==> config.mk <==
export PLATFORM = sky130hd
export DESIGN_NAME = io_display_driver
export DESIGN_NICKNAME = d
export VERILOG_FILES = /design/src/rtl/io_display_driver_pkg.sv /design/src/rtl/io_display_driver_seg7_encoder.sv /design/src/rtl/io_display_driver.sv
export SDC_FILE = /design/constraint.sdc
export NUM_CORES = 1
export LEC_CHECK = 0
export CELL_PAD_IN_SITES_DETAIL_PLACEMENT = 0
export CELL_PAD_IN_SITES_GLOBAL_PLACEMENT = 1
export CORE_ASPECT_RATIO = 0.8
export CORE_UTILIZATION = 45
export DETAILED_ROUTE_END_ITERATION = 8
export HOLD_SLACK_MARGIN = 0.1
export MAX_ROUTING_LAYER = met4
export PLACE_DENSITY_LB_ADDON = 0.1
export SLEW_MARGIN = 15
export SYNTH_ARGS = -nofsm -noshare
export SYNTH_HDL_FRONTEND = slang
export SYNTH_SLANG_ARGS = --single-unit
==> constraint.sdc <==
create_clock -name clk -period 3.7 [get_ports clk]
set_input_delay 0.74 -clock clk [delete_from_list [all_inputs] [get_ports clk]]
set_output_delay 0.74 -clock clk [all_outputs]
set_load 0.05 [all_outputs]
==> src/rtl/io_display_driver_pkg.sv <==
// Shared definitions for the display driver: FSM states, active-high
// seven-segment codes ({g,f,e,d,c,b,a}) and the double-dabble nibble helper.
package io_display_driver_pkg;

  typedef enum logic [1:0] {
    ST_IDLE    = 2'd0,
    ST_CONVERT = 2'd1,
    ST_FORMAT  = 2'd2
  } state_t;

  // Segment codes, active-high. Output polarity is applied once at the
  // hex output register, so everything inside works in this form.
  localparam logic [6:0] SEG_BLANK = 7'h00;
  localparam logic [6:0] SEG_MINUS = 7'h40;
  localparam logic [6:0] SEG_E     = 7'h79;
  localparam logic [6:0] SEG_0     = 7'h3F;
  localparam logic [6:0] SEG_1     = 7'h06;
  localparam logic [6:0] SEG_2     = 7'h5B;
  localparam logic [6:0] SEG_3     = 7'h4F;
  localparam logic [6:0] SEG_4     = 7'h66;
  localparam logic [6:0] SEG_5     = 7'h6D;
  localparam logic [6:0] SEG_6     = 7'h7D;
  localparam logic [6:0] SEG_7     = 7'h07;
  localparam logic [6:0] SEG_8     = 7'h7F;
  localparam logic [6:0] SEG_9     = 7'h6F;

  // Shift/add-3 correction: a BCD nibble of 5 or more would become >= 10
  // after the next doubling, so it is pre-biased by 3.
  function automatic logic [3:0] add3_nibble(input logic [3:0] nib);
    logic [3:0] res;
    if (nib >= 4'd5) begin
      res = nib + 4'd3;
    end else begin
      res = nib;
    end
    return res;
  endfunction

endpackage

==> src/rtl/io_display_driver_seg7_encoder.sv <==
// Combinational BCD digit to active-high seven-segment pattern.
// Non-decimal codes map to a blank digit.
module io_display_driver_seg7_encoder
  import io_display_driver_pkg::*;
(
  input  logic [3:0] bcd,
  output logic [6:0] seg
);

  // Decode one BCD nibble to its segment pattern.
  always_comb begin
    seg = SEG_BLANK;
    case (bcd)
      4'd0:    seg = SEG_0;
      4'd1:    seg = SEG_1;
      4'd2:    seg = SEG_2;
      4'd3:    seg = SEG_3;
      4'd4:    seg = SEG_4;
      4'd5:    seg = SEG_5;
      4'd6:    seg = SEG_6;
      4'd7:    seg = SEG_7;
      4'd8:    seg = SEG_8;
      4'd9:    seg = SEG_9;
      default: seg = SEG_BLANK;
    endcase
  end

endmodule

==> src/rtl/io_display_driver.sv <==
// Display driver for the IO unit's magnitude/sign output. Converts the
// magnitude to BCD one bit per cycle, then formats all digits in a single
// cycle (leading-zero blanking, minus placement, overflow 'E') and updates
// the hex outputs atomically. Updates arriving while busy are parked in a
// pending slot (last one wins) and converted right after the current one.
module io_display_driver
  import io_display_driver_pkg::*;
#(
  parameter int WIDTH      = 32,
  parameter int DIGITS     = 8,
  parameter bit SEG_ACT_LO = 1'b1
) (
  input  logic                  clk,
  input  logic                  rst_n,
  input  logic                  update,
  input  logic [WIDTH-1:0]      value,
  input  logic                  negative,
  output logic                  busy,
  output logic                  done,
  output logic                  overflow,
  output logic [7*DIGITS-1:0]   hex_out
);

  localparam int BCD_W = 4 * DIGITS;
  localparam int CNT_W = $clog2(WIDTH + 1);
  localparam logic [CNT_W-1:0] LAST_BIT = CNT_W'(WIDTH - 1);
  localparam logic [7*DIGITS-1:0] HEX_BLANK =
    SEG_ACT_LO ? {(7*DIGITS){1'b1}} : {(7*DIGITS){1'b0}};

  state_t                   state_r;
  logic [WIDTH-1:0]         shift_r;
  logic [BCD_W-1:0]         bcd_r;
  logic                     sign_r;
  logic                     ovf_r;
  logic [CNT_W-1:0]         cnt_r;
  logic                     pending_r;
  logic [WIDTH-1:0]         pend_value_r;
  logic                     pend_neg_r;
  logic                     busy_r;
  logic                     done_r;
  logic                     overflow_r;
  logic [7*DIGITS-1:0]      hex_r;

  logic [BCD_W-1:0]         bcd_adj_s;
  logic [DIGITS-1:0][6:0]   digit_seg_s;
  logic [DIGITS-1:0][6:0]   fmt_seg_s;
  logic [7*DIGITS-1:0]      fmt_hex_s;
  logic                     fmt_ovf_s;
  logic                     nonzero_s;
  int                       msd_s;

  // Per-digit segment decoders, fed straight from the BCD register.
  for (genvar g = 0; g < DIGITS; g++) begin : g_enc
    io_display_driver_seg7_encoder u_enc (
      .bcd (bcd_r[4*g +: 4]),
      .seg (digit_seg_s[g])
    );
  end

  // Add-3 correction of every BCD nibble ahead of the next shift.
  always_comb begin
    bcd_adj_s = bcd_r;
    for (int i = 0; i < DIGITS; i++) begin
      bcd_adj_s[4*i +: 4] = add3_nibble(bcd_r[4*i +: 4]);
    end
  end

  // Locate the most significant nonzero digit (0 when the value is zero).
  always_comb begin
    msd_s = 0;
    for (int i = 0; i < DIGITS; i++) begin
      msd_s = (bcd_r[4*i +: 4] != 4'd0) ? i : msd_s;
    end
    nonzero_s = |bcd_r;
  end

  // Build the complete display image: digits, blanking, sign or 'E'.
  always_comb begin
    // A negative number that already uses every digit has no room for the sign.
    fmt_ovf_s = ovf_r | (sign_r & nonzero_s & (msd_s == DIGITS - 1));
    fmt_seg_s = '0;
    for (int i = 0; i < DIGITS; i++) begin
      if (fmt_ovf_s) begin
        fmt_seg_s[i] = (i == 0) ? SEG_E : SEG_BLANK;
      end else if (i <= msd_s) begin
        fmt_seg_s[i] = digit_seg_s[i];
      end else if (sign_r && nonzero_s && (i == msd_s + 1)) begin
        fmt_seg_s[i] = SEG_MINUS;
      end else begin
        fmt_seg_s[i] = SEG_BLANK;
      end
    end
    fmt_hex_s = SEG_ACT_LO ? ~fmt_seg_s : fmt_seg_s;
  end

  // Control FSM: load, bit-serial conversion, format, pending handoff.
  always_ff @(posedge clk or negedge rst_n) begin
    if (!rst_n) begin
      state_r      <= ST_IDLE;
      shift_r      <= '0;
      bcd_r        <= '0;
      sign_r       <= 1'b0;
      ovf_r        <= 1'b0;
      cnt_r        <= '0;
      pending_r    <= 1'b0;
      pend_value_r <= '0;
      pend_neg_r   <= 1'b0;
      busy_r       <= 1'b0;
      done_r       <= 1'b0;
      overflow_r   <= 1'b0;
      hex_r        <= HEX_BLANK;
    end else begin
      done_r <= 1'b0;
      case (state_r)
        ST_IDLE: begin
          if (pending_r) begin
            // Restart from the parked request; a same-cycle update re-parks.
            shift_r <= pend_value_r;
            bcd_r   <= '0;
            sign_r  <= pend_neg_r;
            ovf_r   <= 1'b0;
            cnt_r   <= '0;
            busy_r  <= 1'b1;
            state_r <= ST_CONVERT;
            if (update) begin
              pend_value_r <= value;
              pend_neg_r   <= negative;
              pending_r    <= 1'b1;
            end else begin
              pending_r <= 1'b0;
            end
          end else if (update) begin
            shift_r <= value;
            bcd_r   <= '0;
            sign_r  <= negative;
            ovf_r   <= 1'b0;
            cnt_r   <= '0;
            busy_r  <= 1'b1;
            state_r <= ST_CONVERT;
          end else begin
            busy_r  <= 1'b0;
            state_r <= ST_IDLE;
          end
        end
        ST_CONVERT: begin
          bcd_r   <= {bcd_adj_s[BCD_W-2:0], shift_r[WIDTH-1]};
          shift_r <= {shift_r[WIDTH-2:0], 1'b0};
          ovf_r   <= ovf_r | bcd_adj_s[BCD_W-1];
          cnt_r   <= cnt_r + CNT_W'(1);
          if (cnt_r == LAST_BIT) begin
            state_r <= ST_FORMAT;
          end else begin
            state_r <= ST_CONVERT;
          end
          if (update) begin
            pend_value_r <= value;
            pend_neg_r   <= negative;
            pending_r    <= 1'b1;
          end
        end
        ST_FORMAT: begin
          hex_r      <= fmt_hex_s;
          overflow_r <= fmt_ovf_s;
          done_r     <= 1'b1;
          // Stay busy across the handoff when another request is waiting.
          busy_r     <= pending_r | update;
          state_r    <= ST_IDLE;
          if (update) begin
            pend_value_r <= value;
            pend_neg_r   <= negative;
            pending_r    <= 1'b1;
          end
        end
        default: begin
          busy_r  <= 1'b0;
          state_r <= ST_IDLE;
        end
      endcase
    end
  end

  assign busy     = busy_r;
  assign done     = done_r;
  assign overflow = overflow_r;
  assign hex_out  = hex_r;

endmodule

==> flow_metrics.py <==
metrics = {
    "clock_network": {
        "cts_setup_buffers": 0,
        "clk_pin_slew_worst_paths_ns": 0.07,
        "postCtsHoldBufs": 0,
        "htreeDepth": 4,
        "cts_sinks": 167,
        "cts_buffers": 17,
        "cts_resized": 0,
        "clock-root-buffer": "clkbuf_16",
        "cts_tree": "done",
        "clk_path_buf_depth": 2,
        "clkLatencyLatePin_ns": 0.43,
    },
    "worst_setup_path": {
        "crit_top_cell": "ha_1",
        "cp_max_fo": 10,
        "crit_chain": "inv_1 -> ha_1 -> or3b_2 -> nor4_4 -> inv_4 -> ha_1 -> and2_1 -> nor3_1 -> nand2_1 -> o22a_1",
        "worstPathRequired_ns": 4.06,
        "endpoint_kind": "register",
        "cp_slowest_cell": "or3b_2",
        "critPathKind": "register to register",
        "cp_top_family": "simple AND/OR/NAND/NOR gates",
        "crit_buf_inv": 2,
        "cp.arrival_ns": 3.67,
        "slowest_delay_ns": 0.53,
        "crit_path_start_kind": "register",
    },
    "detailed_routing": {
        "routed_via_density": 5.379,
        "drt.antenna.violating_nets": 0,
        "drc": 0,
        "initialDrtViolationCount": 425,
        "wl_per_cell_um": 16.31,
        "drt_wl_total_um": 21220,
        "dr.pass1.iters": 4,
        "num_vias": 6998,
    },
    "sta": {
        "worst_slew_pin_slew_ns": 0.8253,
        "grt_setup_unrepaired": "no",
        "slew_violations": 0,
        "max_freq_ghz": 0.3021,
        "timing.final.crit_share_pct": 89.47,
        "finalSetupViolations": 0,
        "hold_viol_final": 0,
        "min_period_ns": 3.311,
        "setup_ws_ns": 0.3895,
        "finClkSkew_ns": 0.009817,
        "relSlewSlack_pct": 44.98,
        "tns_ns": 0,
    },
    "pwr": {
        "pwr-share-comb_pct": 26.6,
        "switching_share_pct": 34.53,
        "power.density_nw_per_um2": 497.7,
        "power.total_uw": 5478,
        "p_clk_share_pct": 32.8,
        "internal_power_uw": 3586,
        "ir_drop_mv": 0.3165,
        "leakagePower_uw": 0.004782,
        "pwr-share-seq_pct": 40.6,
        "p_switching_uw": 1891,
    },
    "yosys": {
        "synth_nets": 1043,
        "synth_area_leaders": "dfrtp_1 30%, dfstp_2 16%, ha_1 8.3%",
        "synth_edf_count": 0,
        "synth_mux_area_share_pct": 8.357,
        "yosysUniqueCellTypes": 60,
        "dominantRegCellSynth": "dfrtp_1",
        "postSynthAreaPerCell_um2": 9.701,
        "ys_ff_latch": 167,
        "netlist_area_um2": 9178,
        "synth_async_sr_flop_share_pct": 100.0,
        "synth_top_area_share_pct": 30.27,
        "synth.cells.most_frequent": "111 x dfrtp_1, 94 x nor2_1, 80 x a21oi_1, 80 x o21ai_0, 76 x nand2_1",
        "synth_top_cell_by_area": "dfrtp_1",
        "synth_compound_area_share_pct": 17.10,
        "synth_xor_area_share_pct": 1.431,
        "synth-simple-area-share_pct": 14.37,
        "synth_top_family_by_area": "compound AO/OA/AOI/OAI gates",
        "synth.most_common_cell": "dfrtp_1",
        "yosysSeqAreaShare_pct": 46.30,
        "synth-adder-area-share_pct": 8.316,
        "yosys_warnings": 0,
        "synth_cells": 946,
    },
    "placed_design": {
        "dp_slack_ns": 0.4269,
        "place_hpwl_um": 14370,
        "gp_congestion": 0.8337,
        "io_buffers": 94,
    },
    "final_layout": {
        "num-fill-cells": 1817,
        "layout-area-overhead-vs-synth_pct": 19.93,
        "drive_above_1_share_pct": 16.49,
        "nets": 1121,
        "diodes": 0,
    },
    "grt": {
        "grt_pass1_wl_um": 34620,
        "grt_usage_pct": 21.71,
        "antenna_found_initial": 0,
        "grt_max_degree": 86,
        "overflow": 0,
        "first_global_vias": 6483,
    },
    "status": {
        "status": "completed",
    },
    "die": {
        "core-area_um2": 19910,
        "fp-row-count": 46,
        "die_y_um": 129.7,
        "die_area_um2": 20970,
        "initial_core_util_pct": 46.09,
        "die_w_um": 161.7,
        "boundaryPins": 95,
    },
    "min_path": {
        "hold_path.class": "input pin to asynchronous set/reset pin",
    },
    "run": {
        "drv_cap": 0,
    },
}
==> state kept, by name, summed over array words and instances, names as in the netlist <==
signal        count
busy              1
hex_out          56
overflow          1
pend_value_r     32
ovf_r             1
pend_neg_r        1
shift_r          32
bcd_r            32
cnt_r             6
state_r           2
done              1
sign_r            1
pending_r         1
==> through the flow <==
stage	cell area, µm²	hold slack (ns)	util, %	std cells
2_1_floorplan	9178	0.4444	-	946
3_3_place_gp	10420	0.4617	52.30	1269
3_5_place_dp	10420	0.4702	52.30	1269
4_1_cts	11010	0.4072	55.27	1301
5_1_grt	11010	0.4468	55.27	1301
6_report	11010	0.3646	55.27	1301
==> power groups by stage <==
stage / combinational, µW / sequential (µW) / clock [µW]
detailed placement: 1460 / 2250 / 0
global route: 1670 / 2260 / 1920
CTS: 1460 / 2220 / 1850
global placement: 1460 / 2250 / 0
floorplan: 1170 / 2120 / 0
finish: 1460 / 2220 / 1800
==> cell type report <==
cell class,instances,area [µm²],share of cell area [%]
Clock inverter,14,152.6,1.387
Multi-Input combinational cell,681,4569,41.51
Inverter,44,167.7,1.523
Clock buffer,18,439.2,3.990
Tap cell,264,330.3,3.001
Timing Repair Buffer,113,1097,9.969
Sequential cell,167,4250,38.62
==> kinds of logic after synthesis <==
family	Yosys count
XOR/XNOR	15
multiplexers	71
AO/OA/AOI/OAI	261
adder cells (fa/ha/maj)	61
AND/OR/NAND/NOR	273
flip-flops	167
buffers and inverters	98
==> final timing paths <==
| kind | depth (start not counted) | from | end | slack [ns] |
|---|---|---|---|---|
| worst min-delay path | 1 | rst_n | bcd_r[23] | 0.36 |
| worst max register to register | 10 | bcd_r[21] | hex_out[42] | 0.39 |
| min in group clk | 2 | hex_out[4] | hex_out[4] | 0.48 |
| worst max-delay path | 10 | bcd_r[21] | hex_out[42] | 0.39 |
| max in group asynchronous | 2 | rst_n | hex_out[18] | 2.45 |
| worst min register to register | 2 | hex_out[4] | hex_out[4] | 0.48 |
==> per-layer routing <==
metal	wire length, µm	global-route usage [%]	up-vias
met5	0	-	-
li1	-	-	3494
met1	11200	32.33	3383
met2	9211	30.76	112
met4	140	4.883	0
met3	668	3.528	9
==> placed cells by master, fill, tap and decap left out, types with 3 or more instances in the layout <==
cell type | Yosys | layout
inv_6 | 0 | 5
dfstp_2 | 56 | 56
clkinvlp_4 | 0 | 3
xnor2_1 | 11 | 11
nor3b_1 | 18 | 18
mux2i_1 | 26 | 26
clkbuf_16 | 0 | 17
a22oi_1 | 8 | 8
nor2b_1 | 8 | 8
nor3_1 | 15 | 15
clkdlybuf4s50_1 | 0 | 93
a41oi_1 | 5 | 5
nand2_1 | 76 | 76
nor2_1 | 94 | 94
and2_1 | 5 | 5
o22a_1 | 19 | 19
buf_4 | 0 | 18
a21oi_1 | 80 | 80
dfrtp_1 | 111 | 110
o31ai_1 | 3 | 3
nand4_1 | 4 | 4
nand3_1 | 19 | 19
a31oi_1 | 13 | 13
inv_8 | 0 | 5
mux2_2 | 45 | 45
nand2b_1 | 18 | 18
o211ai_1 | 3 | 3
nor4_1 | 3 | 3
xor2_1 | 4 | 4
o22ai_1 | 26 | 26
o21ai_0 | 80 | 80
ha_1 | 61 | 59
inv_1 | 43 | 43
Power figures use the tool's default switching activity.
